File: config.mk
export PLATFORM = sky130hd
export DESIGN_NAME = uart_tx_fifo_ctrl
export DESIGN_NICKNAME = d
export VERILOG_FILES = /design/src/rtl/uart_pkg.sv /design/src/rtl/fifo_level_tracker.sv /design/src/rtl/uart_tx_fifo_ctrl.sv
export SDC_FILE = /design/constraint.sdc
export NUM_CORES = 1
export LEC_CHECK = 0
export CORE_MARGIN = 2
export CORE_UTILIZATION = 48
export DETAILED_ROUTE_END_ITERATION = 12
export PLACE_DENSITY = 0.88
export SYNTH_ARGS = -nofsm -noshare
export SYNTH_HDL_FRONTEND = slang
export SYNTH_SLANG_ARGS = --single-unit
File: constraint.sdc
create_clock -name Clk -period 3.1 [get_ports Clk]
set_input_delay 0.465 -clock Clk [delete_from_list [all_inputs] [get_ports Clk]]
set_output_delay 0.465 -clock Clk [all_outputs]
set_load 0.03 [all_outputs]
File: src/rtl/uart_pkg.sv
// uart_pkg: shared types, default sizes and width helper for the UART TX fifo drain path
package uart_pkg;
  localparam int DEF_DATA_WIDTH = 8;
  localparam int DEF_DATA_DEPTH = 128;
  localparam int DEF_CNT_WIDTH = 16;
  typedef enum logic [2:0] {IDLE, READ, LOAD, PRESENT, FLUSH} tx_ctrl_state_t;
  function automatic int level_width(input int depth);
    return $clog2(depth + 1);
  endfunction
endpackage

File: src/rtl/fifo_level_tracker.sv
// fifo_level_tracker: fifo occupancy from observed write/read strobes plus registered low-watermark flag
module fifo_level_tracker import uart_pkg::*; #(
  parameter int DATA_DEPTH = DEF_DATA_DEPTH,
  localparam int LW = level_width(DATA_DEPTH)
) (
  input  logic          Clk,
  input  logic          Reset,
  input  logic          wr_en,
  input  logic          rd_en,
  input  logic          full,
  input  logic          empty,
  input  logic [LW-1:0] threshold,
  output logic [LW-1:0] level,
  output logic          thr_irq
);
  logic [LW-1:0] level_q, level_d;
  logic thr_irq_q, thr_irq_d, inc, dec;
  always_comb begin
    inc = wr_en & ~full;
    dec = rd_en & ~empty;
    level_d = (inc & ~dec & (level_q != LW'(DATA_DEPTH))) ? level_q + 1'b1 :
              (dec & ~inc & (level_q != '0)) ? level_q - 1'b1 : level_q;
    thr_irq_d = level_d <= threshold;
  end
  always_ff @(posedge Clk or posedge Reset) begin
    if (Reset) begin
      level_q <= '0;
      thr_irq_q <= 1'b1;
    end else begin
      level_q <= level_d;
      thr_irq_q <= thr_irq_d;
    end
  end
  assign level = level_q;
  assign thr_irq = thr_irq_q;
endmodule

File: src/rtl/uart_tx_fifo_ctrl.sv
// uart_tx_fifo_ctrl: drains the TX fifo into the serializer handshake, tracks level, counts bytes, flushes
module uart_tx_fifo_ctrl import uart_pkg::*; #(
  parameter int DATA_WIDTH = DEF_DATA_WIDTH,
  parameter int DATA_DEPTH = DEF_DATA_DEPTH,
  parameter int CNT_WIDTH = DEF_CNT_WIDTH,
  localparam int LW = level_width(DATA_DEPTH)
) (
  input  logic                  Clk,
  input  logic                  Reset,
  input  logic                  enable,
  input  logic                  flush_req,
  input  logic [LW-1:0]         threshold,
  input  logic                  fifo_empty,
  input  logic                  fifo_full,
  input  logic                  fifo_wr_en,
  input  logic [DATA_WIDTH-1:0] fifo_data_out,
  output logic                  fifo_rd_en,
  output logic [DATA_WIDTH-1:0] tx_data,
  output logic                  tx_valid,
  input  logic                  tx_ready,
  output logic [LW-1:0]         level,
  output logic                  thr_irq,
  output logic                  busy,
  output logic                  flush_done,
  output logic [CNT_WIDTH-1:0]  tx_count
);
  tx_ctrl_state_t state_q, state_d;
  logic rd_en_q, rd_en_d, tx_valid_q, tx_valid_d, flush_pend_q, flush_pend_d, flush_done_q, flush_done_d;
  logic [DATA_WIDTH-1:0] tx_data_q, tx_data_d;
  logic [CNT_WIDTH-1:0] tx_count_q, tx_count_d;
  always_comb begin
    state_d = state_q;
    rd_en_d = 1'b0;
    tx_valid_d = tx_valid_q;
    tx_data_d = tx_data_q;
    tx_count_d = tx_count_q;
    flush_done_d = 1'b0;
    flush_pend_d = flush_pend_q | flush_req;
    case (state_q)
      IDLE: begin
        if (flush_pend_q) state_d = FLUSH;
        else if (enable & ~fifo_empty) begin
          state_d = READ;
          rd_en_d = 1'b1;
        end
      end
      READ: state_d = LOAD;
      LOAD: begin
        tx_data_d = fifo_data_out;
        state_d = flush_pend_d ? FLUSH : PRESENT;
        tx_valid_d = ~flush_pend_d;
      end
      PRESENT: begin
        if (tx_ready) begin
          tx_valid_d = 1'b0;
          tx_count_d = tx_count_q + 1'b1;
          state_d = flush_pend_d ? FLUSH : IDLE;
        end
      end
      FLUSH: begin
        // a request landing on the completing cycle survives and starts another flush
        if (fifo_empty) begin
          state_d = IDLE;
          flush_done_d = 1'b1;
          flush_pend_d = flush_req;
        end
      end
      default: state_d = IDLE;
    endcase
  end
  always_ff @(posedge Clk or posedge Reset) begin
    if (Reset) begin
      state_q <= IDLE;
      rd_en_q <= 1'b0;
      tx_valid_q <= 1'b0;
      tx_data_q <= '0;
      tx_count_q <= '0;
      flush_pend_q <= 1'b0;
      flush_done_q <= 1'b0;
    end else begin
      state_q <= state_d;
      rd_en_q <= rd_en_d;
      tx_valid_q <= tx_valid_d;
      tx_data_q <= tx_data_d;
      tx_count_q <= tx_count_d;
      flush_pend_q <= flush_pend_d;
      flush_done_q <= flush_done_d;
    end
  end
  // flushing reads every cycle the fifo holds data, so new writes are drained too
  assign fifo_rd_en = rd_en_q | ((state_q == FLUSH) & ~fifo_empty);
  assign tx_data = tx_data_q;
  assign tx_valid = tx_valid_q;
  assign busy = state_q != IDLE;
  assign flush_done = flush_done_q;
  assign tx_count = tx_count_q;
  fifo_level_tracker #(.DATA_DEPTH(DATA_DEPTH)) u_level (
    .Clk(Clk),
    .Reset(Reset),
    .wr_en(fifo_wr_en),
    .rd_en(fifo_rd_en),
    .full(fifo_full),
    .empty(fifo_empty),
    .threshold(threshold),
    .level(level),
    .thr_irq(thr_irq)
  );
endmodule
# Yosys cells after proc, flatten, opt, wreduce, memory -nomap -nowiden
# Cells that the tools add are included.
totals:
  word_cells: 61
  inputBits: 24
  reg_bits: 40
  output_inout_bits: 37
op_classes:
  mux: 18
  order_cmp: 1
  reduce_logical: 7
  n_eq_ne: 8
  n_bitwise: 15
  addsub: 3
op_table:
  columns: ["op", "count"]
  rows:
  - ["two-way mux 3 bit", 6]
  - ["adder 16 x 1 -> 16 bit, second input constant", 1]
  - ["two-way mux 8 bit", 2]
  - ["one-hot mux 3 bit (5 select lines)", 1]
  - ["adder 8 x 1 -> 8 bit, second input constant", 1]
  - ["AND 1 bit", 8]
  - ["<= comparator 8 bit", 1]
  - ["two-way mux 1 bit", 8]
  - ["!= test 8 bit, second input constant", 1]
  - ["nonzero test 8 bit", 1]
  - ["subtractor 8 x 1 -> 8 bit, second input constant", 1]
  - ["== test 3 x 2 -> 1 bit, second input constant", 2]
  - ["inverter 1 bit", 5]
  - ["!= test 2 bit, second input constant", 2]
  - ["AND reduction 2 bit", 2]
  - ["== test 3 x 1 -> 1 bit, second input constant", 1]
  - ["== test 3 bit, second input constant", 1]
  - ["logical NOT 3 bit", 1]
  - ["!= test 3 bit, second input constant", 1]
  - ["AND reduction 3 bit", 1]
  - ["nonzero test 3 bit", 1]
  - ["OR 1 bit", 2]
  - ["one-hot mux 1 bit (2 select lines)", 1]
  - ["nonzero test 2 bit", 1]

# Logic depth before layout (Yosys ltp)
# Gate-level depths: netlist (run 1).
depth:
  word_depth: 9
  ltp_mapped: 13
  ltp_nobuf: 13

# Hierarchy
# Synthesis (run 1) repeated with hierarchy kept, for this count alone.
unflattened:
  hier_cells: 198
  hier_area_um2: 2152.1
by_module_without_submodules:
  columns: ["module", "cells_per_inst", "area_per_inst_um2", "n_inst"]
  rows:
  - ["uart_tx_fifo_ctrl", 114, 1382.6, 1]
  - ["fifo_level_tracker", 84, 769.5, 1]

# Worst setup path after synthesis (run 1)
# Ideal clock, no wire load.
synth_timing:
  path_type: "register to register"
  start: "register u_level.level_q[0], in the netlist u_level.level[0]"
  end: "register u_level.thr_irq_q, in the netlist u_level.thr_irq"
  t_required_ns: 3.039
  path_slack_ns: 0.063
  t_arrival_ns: 2.976
  n_path_buf: 0
  setup_ns: 0.061
  stages_incl_launch_ff: 14
  path_cell_list: "dfrtp_1 -> inv_1 -> ha_1 -> nor2b_1 -> a31o_2 -> or4_1 -> o31ai_1 -> xnor2_1 -> ha_1 -> a21o_1 -> a21oi_1 -> nor2b_1 -> o22ai_1 -> o31a_1"
synth_between:
  elab_chain_len: 5
synth_rtl:
  columns: ["element", "line_no", "text"]
  rows:
  - ["from (decl)", "fifo_level_tracker.sv:16", "logic [LW-1:0] level_q, level_d;"]
  - ["from (signal assigned)", "fifo_level_tracker.sv:30", "level_q <= level_d;"]
  - ["branches (longest 3 deep; another with subtractor 8 x 1 -> 8 bit)", null, null]
  - ["two-way mux 8 bit *", "fifo_level_tracker.sv:21", "level_d = (inc & ~dec & (level_q != LW'(DATA_DEPTH))) ? level_q + 1'b1 :"]
  - ["via u_level.level_d[5]", "fifo_level_tracker.sv:16", null]
  - ["<= comparator 8 bit *", "fifo_level_tracker.sv:23", "thr_irq_d = level_d <= threshold;"]
  - ["via u_level.thr_irq_d", "fifo_level_tracker.sv:17", "logic thr_irq_q, thr_irq_d, inc, dec;"]
  - ["to (signal assigned)", "fifo_level_tracker.sv:31", "thr_irq_q <= thr_irq_d;"]
  - ["to (decl)", "fifo_level_tracker.sv:17", null]
# Mark *: on every way through the listed nets, which the timed path passes.
# A chain may end at the register's enable or synchronous reset.

# Worst setup path after layout (run 1)
# Ends and elaborated chain as after synthesis.

==> impl_metrics.yaml, run 1 <==
status:
  status: "completed"
sta:
  slew_viol_final: 0
  finalSetupViolations: 0
  final-hold-violation-count: 0
  whs_ns: 0.474
  clock_skew_ns: 0.0109
  slew_headroom: 0.680
  fmax_mhz: 345
  period_share: 0.934
  rsz0062_at_grt: "false"
  finalSetupTns_ns: 0
  fin_crit_ns: 2.89
  tightest_slew_ns: 0.480
yosys:
  synth_top_area_cell: "dfrtp_1"
  synth_cells: 203
  synth_top_family_by_area: "simple AND/OR/NAND/NOR gates"
  synth-compound-area-share: 0.0930
  ys_async_sr_fraction: 1.00
  synth_edf_count: 0
  synth-main-ff-cell: "dfrtp_1"
  ys_warn_count: 0
  synth-adder-area-share: 0.0639
  synth.area.mux_share: 0.0471
  synthSimpleGateAreaFrac: 0.189
  synthTopCellsByArea: "dfrtp_1 (45%), xnor2_1 (6.5%), ha_1 (6.4%)"
  syn_area_per_cell_um2: 10.6
  synth_top_area_share: 0.453
  seq_area_frac_synth: 0.465
  synth.net_count: 238
  synth_cell_type_count: 43
  synthXorXnorAreaFrac: 0.0936
  ys_seq_elements: 40
  syn_area_mm2: 0.00215
power_and_ir_drop:
  pwr-share-comb: 0.501
  swShare: 0.416
  irDropWorstVdd_uv: 549
  p_int_w: 0.00139
  p_clk_frac: 0.156
  p_sw_w: 0.000986
  p_seq_frac: 0.343
  leakage_nw: 1.32
  p_per_area_mw_per_mm2: 812
die:
  core_area_mm2: 0.00432
  die_w_um: 71.0
  fp.dieH_um: 71.0
  rows: 24
  initial_core_util: 0.498
  io_pins: 61
  die_area_mm2: 0.00504
detailed_routing:
  vias: 1707
  dr.pass1.iters: 4
  drt_wl_total_mm: 4.45
  viasPerCell: 5.28
  wl_per_cell_um: 13.8
  drc: 0
  drtIter0Drc: 89
  drt.antenna.violating_nets: 0
layout:
  antenna-diode-count: 0
  nNetsFinal: 305
  final_cell_mix: "clkdlybuf4s50_1 (60), dfrtp_1 (37), nand2_1 (17), xnor2_1 (16), inv_1 (15)"
  drive_gt1_frac: 0.129
  final_common_cell: "clkdlybuf4s50_1"
  areaGrowthSynthToFinish_pct: 35.8
  design_area_mm2: 0.00292
clocking:
  cts_tree: "done"
  clock_sinks: 40
  path_clk_slew_ns: 0.09
  cts_buffers: 5
  cts_hold_buf: 0
  clockBufferDepth: 2
  root_buffer: "clkbuf_8"
  cts_htree_levels: 2
  insertion_delay_ns: 0.30
placement:
  placed_area_mm2: 0.00281
  dpl.hpwl_mm: 3.40
  gp_congestion: 0.880
  io_buffer_count: 60
critical_path:
  end_kind: "flip-flop"
  crit_type: "flip-flop to flip-flop"
  start_kind: "flip-flop"
  required_ns: 3.33
  crit_fanout: 5
  critPathArrivalTime_ns: 3.13
global_routing:
  grt_use_total: 0.195
  grt_pass1_wl_mm: 7.80
  antenna_found_initial: 0
  gr-total-overflow: 0
  grt_pass1_vias: 1747
  grt_max_degree: 41
job:
  max_cap_violations: 0
min_path:
  hp-class: "flip-flop to flip-flop"
[final cells by class]
type                    count  area, µm²
clock inverters             2       15.0
inverters                  15       56.3
fillers                   330       1400
well taps                  52       65.1
multi-input cells         142       1050
repair buffers             66        646
clock buffers               6       82.6
flip-flops and latches     40       1000
[flip-flops by register name (all words and copies together) (netlist names)]
signal           cells
u_level.thr_irq      1
rd_en_q              1
tx_data              8
flush_done           1
state_q              3
tx_count            16
u_level.level        8
tx_valid             1
flush_pend_q         1
[synth_stat cells, types with 5 or more instances]
cell type	instances
dfrtp_1	39
nand2_1	17
xnor2_1	16
inv_1	15
nor2_1	12
ha_1	11
nand3_1	10
mux2_2	9
xor2_1	7
a21oi_1	5
nand4_1	5
[metal layers]
| metal | global-route usage | vias up | wire, µm |
|---|---|---|---|
| li1 | - | 836 | - |
| met1 | 0.251 | 824 | 1970 |
| met2 | 0.308 | 40 | 2220 |
| met3 | 0.0541 | 7 | 203 |
| met4 | 0.0860 | 0 | 55 |
| met5 | 0 | - | 0 |
[worst paths after layout]
kind                                   from          endpoint  slack, ns  cells after the start
setup / recovery           u_level.level[0]   u_level.thr_irq       0.21                     13
hold / removal                 tx_count[15]      tx_count[15]       0.47                      1
setup reg to reg           u_level.level[0]   u_level.thr_irq       0.21                     13
hold reg to reg                tx_count[15]      tx_count[15]       0.47                      1
max in group asynchronous             Reset  u_level.level[1]       2.16                      3
min in group asynchronous             Reset       tx_count[5]       0.58                      3
[stage by stage]
| step | utilization | instances | power, W | worst slack (ns) |
|---|---|---|---|---|
| floorplan | - | 203 | 0.00158 | 0.0630 |
| global placement | 0.650 | 314 | 0.00195 | 0.160 |
| detailed placement | 0.650 | 314 | 0.00199 | 0.0938 |
| CTS | 0.672 | 322 | 0.00237 | 0.0659 |
| global route | 0.676 | 323 | 0.00252 | 0.00727 |
| finish | 0.676 | 323 | 0.00237 | 0.205 |
[power groups by stage]
| stage | clock network, W | registers, W | logic, W |
|---|---|---|---|
| 3_5_place_dp | 0 | 0.000822 | 0.00117 |
| 5_1_grt | 0.000403 | 0.000840 | 0.00128 |
| 6_report | 0.000370 | 0.000814 | 0.00119 |
| 2_1_floorplan | 0 | 0.00102 | 0.000563 |
| 3_3_place_gp | 0 | 0.000810 | 0.00114 |
| 4_1_cts | 0.000379 | 0.000812 | 0.00117 |
[cells by family after synthesis]
group,count (synthesis)
simple gates,72
flops,40
compound gates,27
xor+xnor,23
buf+inv,21
fa+ha+maj,11
mux,9
[repair_timing]
action                                  4_1_cts  5_1_grt
gates resized for setup                       0        4
endpoints found under the setup margin        0        1
buffers inserted                              0        1
[critical path: stages, from the launching register on]
cell     delay [ns]
dfrtp_2        0.40
inv_1          0.09
ha_2           0.23
nor2b_1        0.14
a31o_2         0.25
or4_1          0.49
o31ai_1        0.10
xnor2_1        0.19
ha_1           0.28
a21o_1         0.18
a21oi_1        0.15
nor2b_1        0.06
o22ai_1        0.13
o31a_1         0.15
No activity file was read; power rests on OpenSTA's default activity.
==> run 2: changes to the inputs <==
--- a/config.mk
+++ b/config.mk
@@ -5,10 +5,12 @@
 export SDC_FILE = /design/constraint.sdc
 export NUM_CORES = 1
 export LEC_CHECK = 0
+export ABC_AREA = 1
 export CORE_MARGIN = 2
-export CORE_UTILIZATION = 48
+export CORE_UTILIZATION = 49
 export DETAILED_ROUTE_END_ITERATION = 12
 export PLACE_DENSITY = 0.88
+export SKIP_CTS_REPAIR_TIMING = 1
 export SYNTH_ARGS = -nofsm -noshare
 export SYNTH_HDL_FRONTEND = slang
 export SYNTH_SLANG_ARGS = --single-unit
==> impl_metrics.yaml, run 2 <==
detailed_routing:
  drtIter0Drc: 123
  vias: 2222
  dr.pass1.iters: 4
  drt_wl_total_mm: 5.25
  viasPerCell: 4.95
  drt.antenna.violating_nets: 0
  drc: 0
  wl_per_cell_um: 11.7
clocking:
  cts_htree_levels: 2
  insertion_delay_ns: 0.30
  cts_buffers: 5
  clock_sinks: 40
  root_buffer: "clkbuf_8"
  path_clk_slew_ns: 0.07
  cts_tree: "done"
  clockBufferDepth: 2
placement:
  io_buffer_count: 60
  gp_congestion: 0.855
  dpl.hpwl_mm: 4.12
  placed_area_mm2: 0.00309
yosys:
  ys_seq_elements: 40
  yosysMostFrequentCell: "nand2_1"
  synth_edf_count: 0
  ys_async_sr_fraction: 1.00
  synth_commonest_cells: "nand2_1 (99), dfrtp_1 (39), inv_1 (38)"
  synthTopCellsByArea: "dfrtp_1 (41%), nand2_1 (15%), inv_1 (5.9%)"
  synth_top_area_cell: "dfrtp_1"
  syn_area_per_cell_um2: 7.64
  synth-main-ff-cell: "dfrtp_1"
  synth_cell_type_count: 32
  syn_area_mm2: 0.00241
  synth.net_count: 350
  seq_area_frac_synth: 0.417
  synth_cells: 315
  synth_top_area_share: 0.406
  ys_warn_count: 0
layout:
  final_common_cell: "nand2_1"
  fin_util: 0.677
  drive_gt1_frac: 0.0838
  largest_reg_flops: 16
  areaGrowthSynthToFinish_pct: 33.0
  antenna-diode-count: 0
  nNetsFinal: 416
  final_cell_mix: "nand2_1 (99), clkdlybuf4s50_1 (60), dfrtp_1 (39), inv_1 (38), nor2_1 (32)"
  design_area_mm2: 0.00320
critical_path:
  r2r_slack_ns: 0.60
  reg2reg_depth: 15
  worst_r2r_startpoint: "u_level.level[0]"
  slowest_delay_ns: 0.41
  start_kind: "flip-flop"
  critPathArrivalTime_ns: 2.75
  r2r-end: "u_level.thr_irq"
  worst_path_max_delay_cell: "dfrtp_1"
  required_ns: 3.35
  end_kind: "flip-flop"
  crit_chain: "inv_1 > ha_1 > nand2_1 > nor2_1 > nand3_1 > inv_1 > nor2_2 > nand2_1 > nand3_1 > nand2_1 > ha_1 > a21oi_1 > o21ai_0 > a21oi_1 > a21o_1"
  crit_fanout: 5
  critical_path.most_common_cell: "nand2_1"
  crit_type: "flip-flop to flip-flop"
die:
  rows: 25
  core_area_mm2: 0.00472
  die_w_um: 74.1
  initial_core_util: 0.509
  die_area_mm2: 0.00549
  io_pins: 61
  fp.dieH_um: 74.1
min_path:
  hold_depth: 2
  worstHoldEndpoint: "tx_data[7]"
  hp-start: "tx_data[7]"
  hp-class: "flip-flop to flip-flop"
global_routing:
  gr-total-overflow: 0
  grt_use_total: 0.208
  antenna_found_initial: 0
  grt_pass1_vias: 2044
  grt_max_degree: 41
  grt_pass1_wl_mm: 8.82
sta:
  period_share: 0.805
  fin_crit_ns: 2.50
  slew_headroom: 0.667
  slew_viol_final: 0
  finalSetupViolations: 0
  tightest_slew_ns: 0.499
  final-hold-violation-count: 0
  clock_skew_ns: 0.00543
  rsz0062_at_grt: "false"
  fmax_mhz: 400
  finalSetupTns_ns: 0
power_and_ir_drop:
  irDropWorstVdd_uv: 504
  leakage_nw: 1.59
  p_per_area_mw_per_mm2: 806
job:
  max_cap_violations: 0
status:
  status: "completed"
run 2: cell types whose count changed after synthesis, sizes merged, moves of 4 or more:
cell and change:
nand3 +13, xnor2 -10, o21ai +6, nand2 +87, inv +29, and3 -4, mux2 -9, nor3b -4
a21oi +5, nor2b -4, nor2 +24
run 2: worst max path at each step:
| stage | startpoint | endpoint | depth (start not counted) | slack [ns] |
|---|---|---|---|---|
| after global routing | u_level.level[0] | u_level.thr_irq | 15 | 0.37 |
| after floorplan | u_level.level[0] | u_level.thr_irq | 15 | 0.66 |
| final | u_level.level[0] | u_level.thr_irq | 15 | 0.60 |
| after detailed placement | fifo_empty | u_level.thr_irq | 14 | 0.44 |
| after CTS | u_level.level[0] | u_level.thr_irq | 15 | 0.61 |
| after global placement | fifo_empty | u_level.thr_irq | 14 | 0.55 |
run 2: metrics by stage:
| step | total power, W | hold WS, ns | worst slack, ns | cells |
|---|---|---|---|---|
| final | 0.00258 | 0.473 | 0.603 | 449 |
| after global routing | 0.00277 | 0.488 | 0.367 | 449 |
| after CTS | 0.00260 | 0.476 | 0.610 | 449 |
| after detailed placement | 0.00216 | 0.458 | 0.437 | 441 |
| after global placement | 0.00212 | 0.455 | 0.553 | 441 |
| after floorplan | 0.00168 | 0.536 | 0.660 | 315 |
run 2: kinds of logic after synthesis:
family | count (synthesis) | share of synthesized area
AO/OA/AOI/OAI | 23 | 0.0562
XOR/XNOR | 16 | 0.0614
adder cells (fa/ha/maj) | 11 | 0.0572
buffers and inverters | 47 | 0.0749
flip-flops | 40 | 0.417
AND/OR/NAND/NOR | 178 | 0.334
run 2: critical path, delay by kind of cell, from the launching register on:
family          cells  cell delay (ns)
buf+inv             2             0.20
simple gates        7             0.79
fa+ha+maj           2             0.57
compound gates      4             0.47
flops               1             0.41
run 2: routing by layer:
| metal | vias to the layer above | wire [µm] | track usage |
|---|---|---|---|
| met1 | 1027 | 2210 | 0.238 |
| met5 | - | 0 | 0 |
| met3 | 11 | 361 | 0.0637 |
| li1 | 1119 | - | - |
| met2 | 65 | 2590 | 0.370 |
| met4 | 0 | 82 | 0.0707 |
run 2: power breakdown:
group	total, W	switching (W)	internal, W
Clock	0.000420	0.000183	0.000238
Sequential	0.000850	0.000172	0.000679
Combinational	0.00131	0.000792	0.000517
run 2: layout make-up:
class	instances	area, µm²
fillers	399	1520
multi-input cells	228	1220
flip-flops and latches	40	1000
repair buffers	61	608
inverters	45	170
well taps	67	83.8
clock buffers	5	68.8
clock inverters	3	42.5
